### src/rtl/cpu_io_host.sv
// ---------------------------------------------------------------------------
// cpu_io_host
//
// Purpose:
//   Host-side counterpart of the CPU data I/O port. A host-loaded source FIFO
//   feeds the CPU's Din/Sample inputs at a fixed sample rate. A change-detecting
//   capture FIFO records each new value the CPU presents on Dout/Dval, and the
//   host drains it.
//
// Parameters:
//   DEPTH  entries per FIFO (power of two, >= 2)
//   RATE   clock cycles between sample opportunities (>= 2)
//
// Ports:
//   Clock     in   system clock, rising-edge active
//   Reset     in   asynchronous active-low reset
//   WrData    in   8-bit sample value from the host
//   WrEn      in   push WrData into the source FIFO
//   WrFull    out  source FIFO full
//   Din       out  8-bit two's-complement sample to the CPU (registered)
//   Sample    out  one-cycle strobe marking a new Din
//   Dout      in   CPU data output
//   Dval      in   CPU data-valid qualifier
//   RdEn      in   pop the capture FIFO head
//   RdData    out  capture FIFO head (show-ahead), 0 when empty
//   RdValid   out  capture FIFO non-empty
//   Ovf       out  sticky: a capture was dropped because the FIFO was full
//   Starve    out  sticky: a sample tick found the source FIFO empty
//   ClrFlags  in   clear Ovf and Starve (a same-edge set wins)
// ---------------------------------------------------------------------------
module cpu_io_host #(
   parameter int DEPTH = 16,
   parameter int RATE  = 12500000
) (
   input  logic       Clock,
   input  logic       Reset,
   input  logic [7:0] WrData,
   input  logic       WrEn,
   output logic       WrFull,
   output logic [7:0] Din,
   output logic       Sample,
   input  logic [7:0] Dout,
   input  logic       Dval,
   input  logic       RdEn,
   output logic [7:0] RdData,
   output logic       RdValid,
   output logic       Ovf,
   output logic       Starve,
   input  logic       ClrFlags
);

   localparam int AW = $clog2(DEPTH);
   localparam int CW = (RATE > 1) ? $clog2(RATE) : 1;
   localparam logic [CW-1:0] RATE_LAST = CW'(RATE - 1);
   localparam logic [AW:0]   PTR_ONE   = (AW + 1)'(1);

   // Rate counter
   logic [CW-1:0] r_rateCnt;
   logic          w_tick;

   // Source FIFO
   logic [7:0]    r_srcMem [DEPTH];
   logic [AW:0]   r_srcWrPtr;
   logic [AW:0]   r_srcRdPtr;
   logic          w_srcFull;
   logic          w_srcEmpty;
   logic          w_srcPush;
   logic          w_srcPop;

   // Sample output registers
   logic [7:0]    r_din;
   logic          r_sample;

   // Capture FIFO and change detector
   logic [7:0]    r_capMem [DEPTH];
   logic [AW:0]   r_capWrPtr;
   logic [AW:0]   r_capRdPtr;
   logic          w_capFull;
   logic          w_capEmpty;
   logic          w_capAttempt;
   logic          w_capPush;
   logic          w_capPop;
   logic [7:0]    r_last;
   logic          r_armed;

   // Sticky flags
   logic          r_ovf;
   logic          r_starve;
   logic          w_ovfSet;
   logic          w_starveSet;

   // ------------------------------------------------------------------------
   // Free-running rate counter. A tick is the edge at which the counter sits
   // at its terminal value, so the first tick after reset is edge RATE.
   // ------------------------------------------------------------------------
   always_ff @(posedge Clock or negedge Reset) begin
      if (!Reset) begin
         r_rateCnt <= '0;
      end else if (w_tick) begin
         r_rateCnt <= '0;
      end else begin
         r_rateCnt <= r_rateCnt + CW'(1);
      end
   end

   assign w_tick = (r_rateCnt == RATE_LAST);

   // ------------------------------------------------------------------------
   // Occupancy is decoded from the registered pointers only, so every push,
   // pop and tick decision uses pre-edge state: a same-edge pop never frees
   // room for a push, and a same-edge push into an empty FIFO is not visible
   // to a pop or tick. The extra MSB separates full from empty.
   // ------------------------------------------------------------------------
   always_comb begin
      w_srcEmpty = (r_srcWrPtr == r_srcRdPtr);
      w_srcFull  = (r_srcWrPtr[AW] != r_srcRdPtr[AW]) &&
                   (r_srcWrPtr[AW-1:0] == r_srcRdPtr[AW-1:0]);
      w_capEmpty = (r_capWrPtr == r_capRdPtr);
      w_capFull  = (r_capWrPtr[AW] != r_capRdPtr[AW]) &&
                   (r_capWrPtr[AW-1:0] == r_capRdPtr[AW-1:0]);
   end

   // Source-side decisions: host writes into a full FIFO are dropped, and a
   // tick either pops the head or records starvation.
   always_comb begin
      w_srcPush   = WrEn && !w_srcFull;
      w_srcPop    = w_tick && !w_srcEmpty;
      w_starveSet = w_tick && w_srcEmpty;
   end

   // Capture-side decisions: an attempt is made on the first valid value
   // after reset or whenever the valid value differs from the last one seen.
   // A full FIFO turns the attempt into an overflow instead of a push.
   always_comb begin
      w_capAttempt = Dval && (r_armed || (Dout != r_last));
      w_capPush    = w_capAttempt && !w_capFull;
      w_ovfSet     = w_capAttempt && w_capFull;
      w_capPop     = RdEn && !w_capEmpty;
   end

   // ------------------------------------------------------------------------
   // FIFO storage arrays. They carry no reset: the pointers alone decide
   // what is valid, so clearing the pointers discards the contents.
   // ------------------------------------------------------------------------
   always_ff @(posedge Clock) begin
      if (w_srcPush) begin
         r_srcMem[r_srcWrPtr[AW-1:0]] <= WrData;
      end
      if (w_capPush) begin
         r_capMem[r_capWrPtr[AW-1:0]] <= Dout;
      end
   end

   // Source FIFO pointers.
   always_ff @(posedge Clock or negedge Reset) begin
      if (!Reset) begin
         r_srcWrPtr <= '0;
         r_srcRdPtr <= '0;
      end else begin
         if (w_srcPush) begin
            r_srcWrPtr <= r_srcWrPtr + PTR_ONE;
         end
         if (w_srcPop) begin
            r_srcRdPtr <= r_srcRdPtr + PTR_ONE;
         end
      end
   end

   // ------------------------------------------------------------------------
   // Din only moves on a tick that actually pops, and Sample is the matching
   // one-cycle strobe. A starved tick leaves Din holding its last value.
   // ------------------------------------------------------------------------
   always_ff @(posedge Clock or negedge Reset) begin
      if (!Reset) begin
         r_din    <= 8'h00;
         r_sample <= 1'b0;
      end else begin
         r_sample <= w_srcPop;
         if (w_srcPop) begin
            r_din <= r_srcMem[r_srcRdPtr[AW-1:0]];
         end
      end
   end

   // Capture FIFO pointers.
   always_ff @(posedge Clock or negedge Reset) begin
      if (!Reset) begin
         r_capWrPtr <= '0;
         r_capRdPtr <= '0;
      end else begin
         if (w_capPush) begin
            r_capWrPtr <= r_capWrPtr + PTR_ONE;
         end
         if (w_capPop) begin
            r_capRdPtr <= r_capRdPtr + PTR_ONE;
         end
      end
   end

   // ------------------------------------------------------------------------
   // Change detector state. The last value is updated on every attempt,
   // including a dropped one, so an overflowed value is not retried on the
   // following cycles. With Dval low nothing moves.
   // ------------------------------------------------------------------------
   always_ff @(posedge Clock or negedge Reset) begin
      if (!Reset) begin
         r_last  <= 8'h00;
         r_armed <= 1'b1;
      end else if (w_capAttempt) begin
         r_last  <= Dout;
         r_armed <= 1'b0;
      end
   end

   // ------------------------------------------------------------------------
   // Sticky status flags. The set term is checked before the clear term so
   // an event on the same edge as ClrFlags is not lost.
   // ------------------------------------------------------------------------
   always_ff @(posedge Clock or negedge Reset) begin
      if (!Reset) begin
         r_ovf    <= 1'b0;
         r_starve <= 1'b0;
      end else begin
         if (w_ovfSet) begin
            r_ovf <= 1'b1;
         end else if (ClrFlags) begin
            r_ovf <= 1'b0;
         end
         if (w_starveSet) begin
            r_starve <= 1'b1;
         end else if (ClrFlags) begin
            r_starve <= 1'b0;
         end
      end
   end

   // Outputs. RdData is forced to zero when empty so stale storage never
   // leaks out after a reset or a full drain.
   assign WrFull  = w_srcFull;
   assign Din     = r_din;
   assign Sample  = r_sample;
   assign RdValid = !w_capEmpty;
   assign RdData  = w_capEmpty ? 8'h00 : r_capMem[r_capRdPtr[AW-1:0]];
   assign Ovf     = r_ovf;
   assign Starve  = r_starve;

endmodule

### config.mk
export PLATFORM = sky130hd
export DESIGN_NAME = cpu_io_host
export DESIGN_NICKNAME = d
export VERILOG_FILES = /design/src/rtl/cpu_io_host.sv
export SDC_FILE = /design/constraint.sdc
export NUM_CORES = 1
export LEC_CHECK = 0
export CAP_MARGIN = 30
export CORE_MARGIN = 2
export CORE_UTILIZATION = 25
export DETAILED_ROUTE_END_ITERATION = 8
export PLACE_DENSITY = 0.39
export SETUP_SLACK_MARGIN = 0.05
export SLEW_MARGIN = 0
export SYNTH_ARGS = -nofsm -noshare
export SYNTH_HDL_FRONTEND = slang
export SYNTH_SLANG_ARGS = --single-unit
### constraint.sdc
create_clock -name Clock -period 7 [get_ports Clock]
set_input_delay 1.05 -clock Clock [delete_from_list [all_inputs] [get_ports Clock]]
set_output_delay 1.05 -clock Clock [all_outputs]
set_load 0.01 [all_outputs]
## Yosys cells after proc, flatten, opt, wreduce, memory -nomap -nowiden

Memories as Yosys holds them, arrays and structs flattened. A register that Yosys moved wholly into a read port is not among the register bits.
Cells that the tools add are included.
Widths: inputs -> output; s select.

- Reduce and logical (&&, ||, !) cells: 17
- Equal/unequal tests: 8
- Multiplexer cells: 9
- Add/sub/neg operators: 5

Operators with widths:

| operator | number |
|---|---|
| $add 24x1->24 const B | 1 |
| $eq 24x24->1 const B | 1 |
| $mux 24 | 1 |
| $add 5x1->5 const B | 4 |
| $eq 5x5->1 | 2 |
| $logic_and 1x1->1 | 9 |
| $eq 4x4->1 | 2 |
| $mux 8 | 1 |
| $ne 8x8->1 | 1 |
| $mux 1 | 7 |
| $logic_not 1->1 | 5 |
| $reduce_bool 2->1 | 2 |
| $ne 1x1->1 | 2 |
| $logic_or 1x1->1 | 1 |

- Register bits: 56
- Bits of input ports: 22
- Memories: 2
- Memory bits (writable): 256

Memories:

| name | words | width | rd ports | clocked after memory_dff | wr ports | RTL line | RTL |
|---|---|---|---|---|---|---|---|
| r_capMem | 16 | 8 | 1 | 0 | 1 | 75 | `logic [7:0] r_capMem [DEPTH];` |
| r_srcMem | 16 | 8 | 1 | 1 | 1 | 62 | `logic [7:0] r_srcMem [DEPTH];` |

## Depth between registers and ports, before layout

Gate-level depths: netlist of run 1.

- Depth after elaboration: 6
- Mapped depth: 8
- Mapped depth without buffers: 6

## Worst setup path before layout of run 1

OpenSTA, ideal clock, no wires.

- Kind: reg-to-output
- Start: register r_capRdPtr[0]
- End: output port RdData[7]
- Required time: 5.950 ns
- Cell stages (with the launch flop): 7
- Setup slack: 4.202 ns
- Arrival time: 1.748 ns
- Cell sequence: dfrtp_1 -> buf_2 -> buf_4 -> buf_4 -> mux4_2 -> mux2i_1 -> a211oi_1

- Longest elaborated chain between the ends: 2
- Elaborated cells on any way between the ends: 3

Ends and longest elaborated chain:

| element | RTL line | RTL |
|---|---|---|
| start: declaration | 77 | `logic [AW:0] r_capRdPtr;` |
| start signal: assignment | 195 | `r_capRdPtr <= r_capRdPtr + PTR_ONE;` |
| $mem_v2 16x8 or $eq 5x5->1 (tied branches) | - |  |
| $mux 8 * | 243 | `assign RdData = w_capEmpty ? 8'h00 : r_capMem[r_capRdPtr[AW-1:0]];` |
| end: declaration | 45 | `output logic [7:0] RdData,` |

Mark *: on every way between the ends. The rest lies on a longest branch, timed or not.

## Final worst setup path of run 1

- Start: register r_capRdPtr[1]
- End: output port RdData[0]

The elaborated chain is that of the path after synthesis.

==> run summary, run 1 <==
Net Switching = 1520 uW
Total die area = 0.0537 mm2
Syn Nets = 749
# IOs = 43
Met2 Usage GRT = 19.0%
VDD IR max = 0.205 mV
Setup TNS = 0 ns
Max Cap Viol = 0
Crit-path max FO = 21
Drt wl/cell = 20.5 um
Worst slew pin tran = 1.00 ns
Worst Clk Skew = 0.0190 ns
Flop pwr share = 44.5%
Clk buf depth = 3
Hpwl dp = 19.3 mm
CTS tree = yes
Crit path from = r_capRdPtr[1]
Power Total = 5460 uW
Most frequent cells in the layout = 256 x edfxtp_1, 64 x mux4_2, 61 x dfrtp_1
Rel. slew slack = 32.8%
Antenna Nets Post-Route = 0
Height of the die = 232 um
Chip width = 232 um
Post-route worst setup slack = 2.69 ns
Busiest grt layer = met2
Sink Count = 320
Hold crit path type = input port to async pin
Unrepaired setup endpoints after global routing = false
Nets@finish = 824
Placed Cells = 1431
Cell leakage power = 0.00533 uW
Layout Area Growth over Synthesis = 20.0%
Largest net degree at the start of global routing = 54
Seq/Total Area, Yosys = 71.6%
Residual DRC = 0
Met1 GRT Util = 15.5%
Number of fill cells = 5057
GR Util met3 = 2.48%
Root Buffer = clkbuf_16
Total grt overflow = 0
Syn avg cell area = 18.1 um2
Vias per inst = 4.32
Initial antenna violation count = 0
Total core area = 0.0513 mm2
Register Area = 0.00929 mm2
Reg-to-reg startpoint = r_capRdPtr[3]
Clock power share = 35.7%
H-Tree Depth = 2
Post-Route WL = 30.8 mm
Final setup violating endpoints = 0
Via Count = 6488
Num rows = 83
Critical setup path kind = flop to output pin
Status = completed
WHS = 0.353 ns
Worst Setup Start Kind = flop
Num CTS Buffers = 38
Most common cell after layout, fill and taps aside = edfxtp_1
Share of layout cells above drive strength 1 = 21.4%
Final period util = 61.6%
Clock slew at reported path FFs = 0.06 ns
Initial DRC count = 362
First-pass DRT Iterations = 4
Post-CTS Resized = 0
Post-synth cell types = 44
Post-synthesis register bit count = 320
Required @ worst endpoint = 5.95 ns
Vias in the first global route = 6947
PortBufs = 42
Post-CTS Setup Repair Bufs = 0
Final min period = 4.31 ns
Hold_buf cts = 0
Initial Utilization = 25.3%
Endpoints failing hold = 0
Synth warn = 0
Routability cong. = 0.728
Crit end category = output pin
Critical path data arrival time = 3.26 ns
Worst-Skew Late Latency = 0.55 ns
Combinational power share = 19.7%
Max Freq = 0.232 GHz
Cell internal pwr = 3940 uW
Pwr/cell area = 351 mW/mm2
First-pass GRT wire length = 46.1 mm
Syn Inst Count = 716
Multi-input logic area = 0.00349 mm2
N_diodes = 0
Pre-CTS WS = 3.02 ns
GRT Total Usage = 11.7%
Sw Share = 27.9%
Post-Layout Cell Count = 1501
Syn Std Cell Area = 0.0130 mm2
Slew Viols, Final = 0
[sequential cells by signal, summed over array words and instances, names as in the netlist, 5 cells and up]
signal      cells
Din             8
r_capMem      128
r_capRdPtr      5
r_capWrPtr      5
r_last          8
r_rateCnt      24
r_srcMem      128
r_srcRdPtr      5
r_srcWrPtr      5
[logic make-up after synthesis]
logic type / synth area share, %
and+or+nand+nor: 6.08
muxes: 12.7
DFF: 71.6
buffers and inverters: 1.69
adders and majority gates: 1.06
AOI/OAI and AO/OA: 2.96
xor gates and xnor gates: 3.85
[per-layer routing]
layer,wire length (um),vias up
met2,14700,116
li1,-,2971
met3,1170,54
met1,14000,3347
met5,0,-
met4,789,0
[Yosys cell counts]
cell type	n	share of area [%]
nor4_1	2	0.096
nand2_1	16	0.46
buf_2	15	0.58
or4b_1	1	0.077
inv_1	13	0.38
buf_1	3	0.087
a211oi_1	16	0.93
nor4_4	1	0.16
or4_1	1	0.058
edfxtp_1	256	59
mux2_4	1	0.12
nor4_2	1	0.096
dfrtp_1	63	12
dfstp_2	1	0.20
a21oi_1	8	0.31
nor3_1	7	0.27
o22ai_1	1	0.048
and2_1	1	0.048
a22oi_1	16	0.93
buf_4	2	0.12
mux4_2	64	11
buf_6	1	0.087
a21o_1	8	0.46
o21ai_0	2	0.077
o21a_1	1	0.058
nor4b_1	4	0.27
mux2i_1	8	0.62
clkbuf_2	1	0.039
and4_1	5	0.34
clkbuf_1	14	0.41
o21ai_1	1	0.039
xnor2_1	34	2.3
nor2b_1	13	0.63
o2111ai_2	1	0.12
and3_1	18	0.87
nor2_1	38	1.1
or4_4	1	0.087
xor2_1	23	1.6
nand4_1	14	0.68
nor3_4	1	0.13
ha_1	11	1.1
mux2_2	10	0.87
nand3_1	16	0.62
nand2b_1	2	0.096
[area by class of cell]
type,instances,share of cell area (%)
inverter,13,0.314
timing repair buffer,71,4.13
multi-input combinational,347,22.4
clock buffer,48,6.62
sequential,320,59.7
clock inverter,22,1.30
tap,680,5.47
[critical path, cell delays in order (launching register included)]
cell and delay [ns]:
dfrtp_1 0.85, buf_4 0.41, mux4_2 0.26, mux2i_1 0.11
a211oi_1 0.45, clkdlybuf4s50_1 0.63
[path summary, 6_finish.rpt]
path                             endpoint  slack, ns  depth (start not counted)
max                             RdData[0]       2.69                          5
min                         r_capRdPtr[4]       0.35                          1
max reg2reg                r_capMem[1][7]       4.10                          5
min reg2reg                        Din[4]       0.48                          1
max in group asynchronous          Starve       5.59                          2
min in group Clock                 Din[4]       0.48                          1
[power groups by stage]
stage / sequential [uW] / clock [uW] / combinational [uW]
floorplan: 2350 / 0 / 757
global placement: 2480 / 0 / 1110
detailed placement: 2480 / 0 / 1110
CTS: 2440 / 2020 / 1120
global route: 2460 / 2090 / 1180
finish: 2430 / 1950 / 1080
[stage by stage]
stage / cell area [um2] / utilization [%]
after detailed placement: 14300 / 27.9
after global routing: 15600 / 30.3
after global placement: 14300 / 27.9
after CTS: 15600 / 30.3
final: 15600 / 30.3
after floorplan: 13000 / -
No activity file was read; power rests on OpenSTA's default activity.
==> run 2, diff against run 1 <==
--- a/config.mk
+++ b/config.mk
@@ -9,7 +9,7 @@
 export CORE_MARGIN = 2
 export CORE_UTILIZATION = 25
 export DETAILED_ROUTE_END_ITERATION = 8
-export PLACE_DENSITY = 0.39
+export PLACE_DENSITY = 0.41
 export SETUP_SLACK_MARGIN = 0.05
 export SLEW_MARGIN = 0
 export SYNTH_ARGS = -nofsm -noshare
==> constraint.sdc (replaced) <==
create_clock -name Clock -period 3.9 [get_ports Clock]
set_input_delay 0.585 -clock Clock [delete_from_list [all_inputs] [get_ports Clock]]
set_output_delay 0.585 -clock Clock [all_outputs]
set_load 0.01 [all_outputs]
==> run 2 against run 1 <==
Clock skew increased by 0.0055 ns. Combinational power increased by 89%. Sequential share of layout area decreased by 0.20 points. Highest routed layer unchanged. Register-to-register slack got worse by 2.9 ns. Setup slack got worse by 2.4 ns. Final cell count increased by 0.60%. First-iteration DRC count increased by 24%. Power increased by 79%.
==> run summary, run 2 (synthesized netlist as in run 1, its figures left out) <==
Status = completed
Sw Share = 27.5% (-0.35 points)
Rel. slew slack = 40.2% (+7.3 points)
Net Switching = 2700 uW (+77%)
Cell internal pwr = 7100 uW (+80%)
Most common cell after layout, fill and taps aside = edfxtp_1
N_diodes = 0 (unchanged)
Critical Path Slowest Stage Cell = mux4_2
Critical Path Max Stage Delay = 0.56 ns (-0.29 ns)
Clock power share = 35.4% (-0.3 points)
Pwr/cell area = 628 mW/mm2 (+79%)
Vias in the first global route = 6863 (-1.2%)
Final period util = 92.7%
First-pass DRT Iterations = 4 (unchanged)
Routability cong. = 0.721 (-0.95%)
CTS tree = yes
Crit-path max FO = 15 (-29%)
Crit end category = output pin
CP delay by family, top = buffers and inverters
WP buf/inv = 2 (unchanged)
Chip width = 232 um (unchanged)
Worst Clk Skew = 0.0246 ns (+0.00554 ns)
Number of fill cells = 5060 (+0.059%)
Total grt overflow = 0 (unchanged)
Num CTS Buffers = 37 (-2.6%)
Hold crit path type = input port to async pin
Max Cap Viol = 0 (unchanged)
H-Tree Depth = 2 (unchanged)
Multi-input logic area = 0.00348 mm2 (-0.29%)
Initial DRC count = 449 (+24%)
Antenna Nets Post-Route = 0 (unchanged)
Worst path depth = 6 (+1)
Setup TNS = 0 ns (unchanged)
Vias per inst = 4.32 (about the same)
Worst Setup Start Kind = flop
Residual DRC = 0 (unchanged)
Total core area = 0.0513 mm2 (unchanged)
Slew Viols, Final = 0 (unchanged)
GRT Total Usage = 11.5% (-0.27 points)
Cell with the most instances on the worst path = a211oi_1
Drt wl/cell = 19.9 um (-3.0%)
Critical setup path kind = flop to output pin
Height of the die = 232 um (unchanged)
Final setup violating endpoints = 0 (unchanged)
First-pass GRT wire length = 45.4 mm (-1.6%)
Initial Utilization = 25.3% (unchanged)
Post-CTS Setup Repair Bufs = 0 (unchanged)
Critical path data arrival time = 3.03 ns (-0.23 ns)
Layout Area Growth over Synthesis = 20.4%
Initial antenna violation count = 0 (unchanged)
Most frequent cells in the layout = 256 x edfxtp_1, 64 x mux4_2, 61 x dfrtp_1
Clk buf depth = 3 (unchanged)
Post-Route WL = 30.0 mm (-2.4%)
Max Freq = 0.277 GHz
Share of layout cells above drive strength 1 = 21.9% (+0.49 points)
Crit path cell chain = buf_4 > mux4_2 > nor2b_1 > a211oi_1 > a211oi_1 > clkdlybuf4s50_1
PortBufs = 42 (unchanged)
Total die area = 0.0537 mm2 (unchanged)
Final min period = 3.62 ns
Hpwl dp = 18.6 mm (-3.6%)
Post-CTS Resized = 0 (unchanged)
Core Util, Final = 30.4% (+0.10 points)
VDD IR max = 0.288 mV (+40%)
Sink Count = 320 (unchanged)
Endpoints failing hold = 0 (unchanged)
Register Area = 0.00929 mm2 (unchanged)
Root Buffer = clkbuf_16
Clock slew at reported path FFs = 0.06 ns (about the same)
Power Total = 9800 uW (+79%)
Reg2Reg Depth = 6 (+1)
Nets@finish = 834 (+1.2%)
Hold_buf cts = 0 (unchanged)
Worst slew pin tran = 0.894 ns (-0.108 ns)
Required @ worst endpoint = 3.31 ns (-2.64 ns)
Flop pwr share = 43.8% (-0.7 points)
Unrepaired setup endpoints after global routing = false
Via Count = 6521 (+0.51%)
Worst-Skew Late Latency = 0.55 ns (about the same)
Num rows = 83 (unchanged)
Combinational power share = 20.8% (+1.1 points)
Largest net degree at the start of global routing = 53 (-1.9%)
# IOs = 43 (unchanged)
Cell leakage power = 0.00536 uW (+0.65%)
run 2: power by group through the flow:
stage          Combinational, uW  Clock, uW  Sequential, uW
6_report                    2040       3470            4290
3_5_place_dp                2090          0            4360
5_1_grt                     2220       3750            4330
3_3_place_gp                2100          0            4360
4_1_cts                     2100       3610            4290
2_1_floorplan               1360          0            4220
run 2: per-layer routing:
layer  up-vias  global-route usage [%]  wire, um
met5         -                       0         0
met4         0                    3.63       563
met3        35                    2.21      1210
met2       107                    18.6     14200
met1      3378                    15.5     14000
li1       3001                       -         -
run 2: path summary, 6_finish.rpt:
path / slack, ns / startpoint / endpoint
max: 0.28 / r_capRdPtr[0] / RdData[6]
min: 0.11 / Reset / r_last[1]
max reg2reg: 1.22 / r_capRdPtr[0] / r_capMem[11][4]
min reg2reg: 0.48 / Din[3] / Din[3]
max in group asynchronous: 3.01 / Reset / r_rateCnt[18]
min in group Clock: 0.48 / Din[3] / Din[3]
run 2: final cells by class:
cell class                 instances  share of cell area (%)
tap                              680                    5.45
clock inverter                    16                    1.32
timing repair buffer              82                    4.60
clock buffer                      52                    6.48
inverter                          13                   0.313
sequential                       320                    59.5
multi-input combinational        347                    22.3
run 2: stage by stage:
| step | instances | area, um2 | hold slack [ns] | worst slack [ns] |
|---|---|---|---|---|
| global placement | 1442 | 14400 | 0.460 | 0.768 |
| finish | 1510 | 15600 | 0.109 | 0.285 |
| CTS | 1510 | 15600 | 0.151 | 0.203 |
| detailed placement | 1442 | 14400 | 0.472 | 0.774 |
| floorplan | 716 | 13000 | 0.289 | 1.48 |
| global route | 1510 | 15600 | 0.170 | 0.104 |
run 2: worst register-to-register path: stages (launching register included):
cell and delay, ns:
dfrtp_2 0.46, buf_4 0.35, xor2_1 0.19, nor4_1 0.08
nand2_1 0.26, nand4_1 0.27, nor2_1 0.68
==> run 3, diff against run 2 <==
--- a/config.mk
+++ b/config.mk
@@ -9,6 +9,7 @@
 export CORE_MARGIN = 2
 export CORE_UTILIZATION = 25
 export DETAILED_ROUTE_END_ITERATION = 8
+export GPL_TIMING_DRIVEN = 1
 export PLACE_DENSITY = 0.41
 export SETUP_SLACK_MARGIN = 0.05
 export SLEW_MARGIN = 0
==> results of run 3 <==
The final DEF is identical to that of run 2; final timing and power are the same.
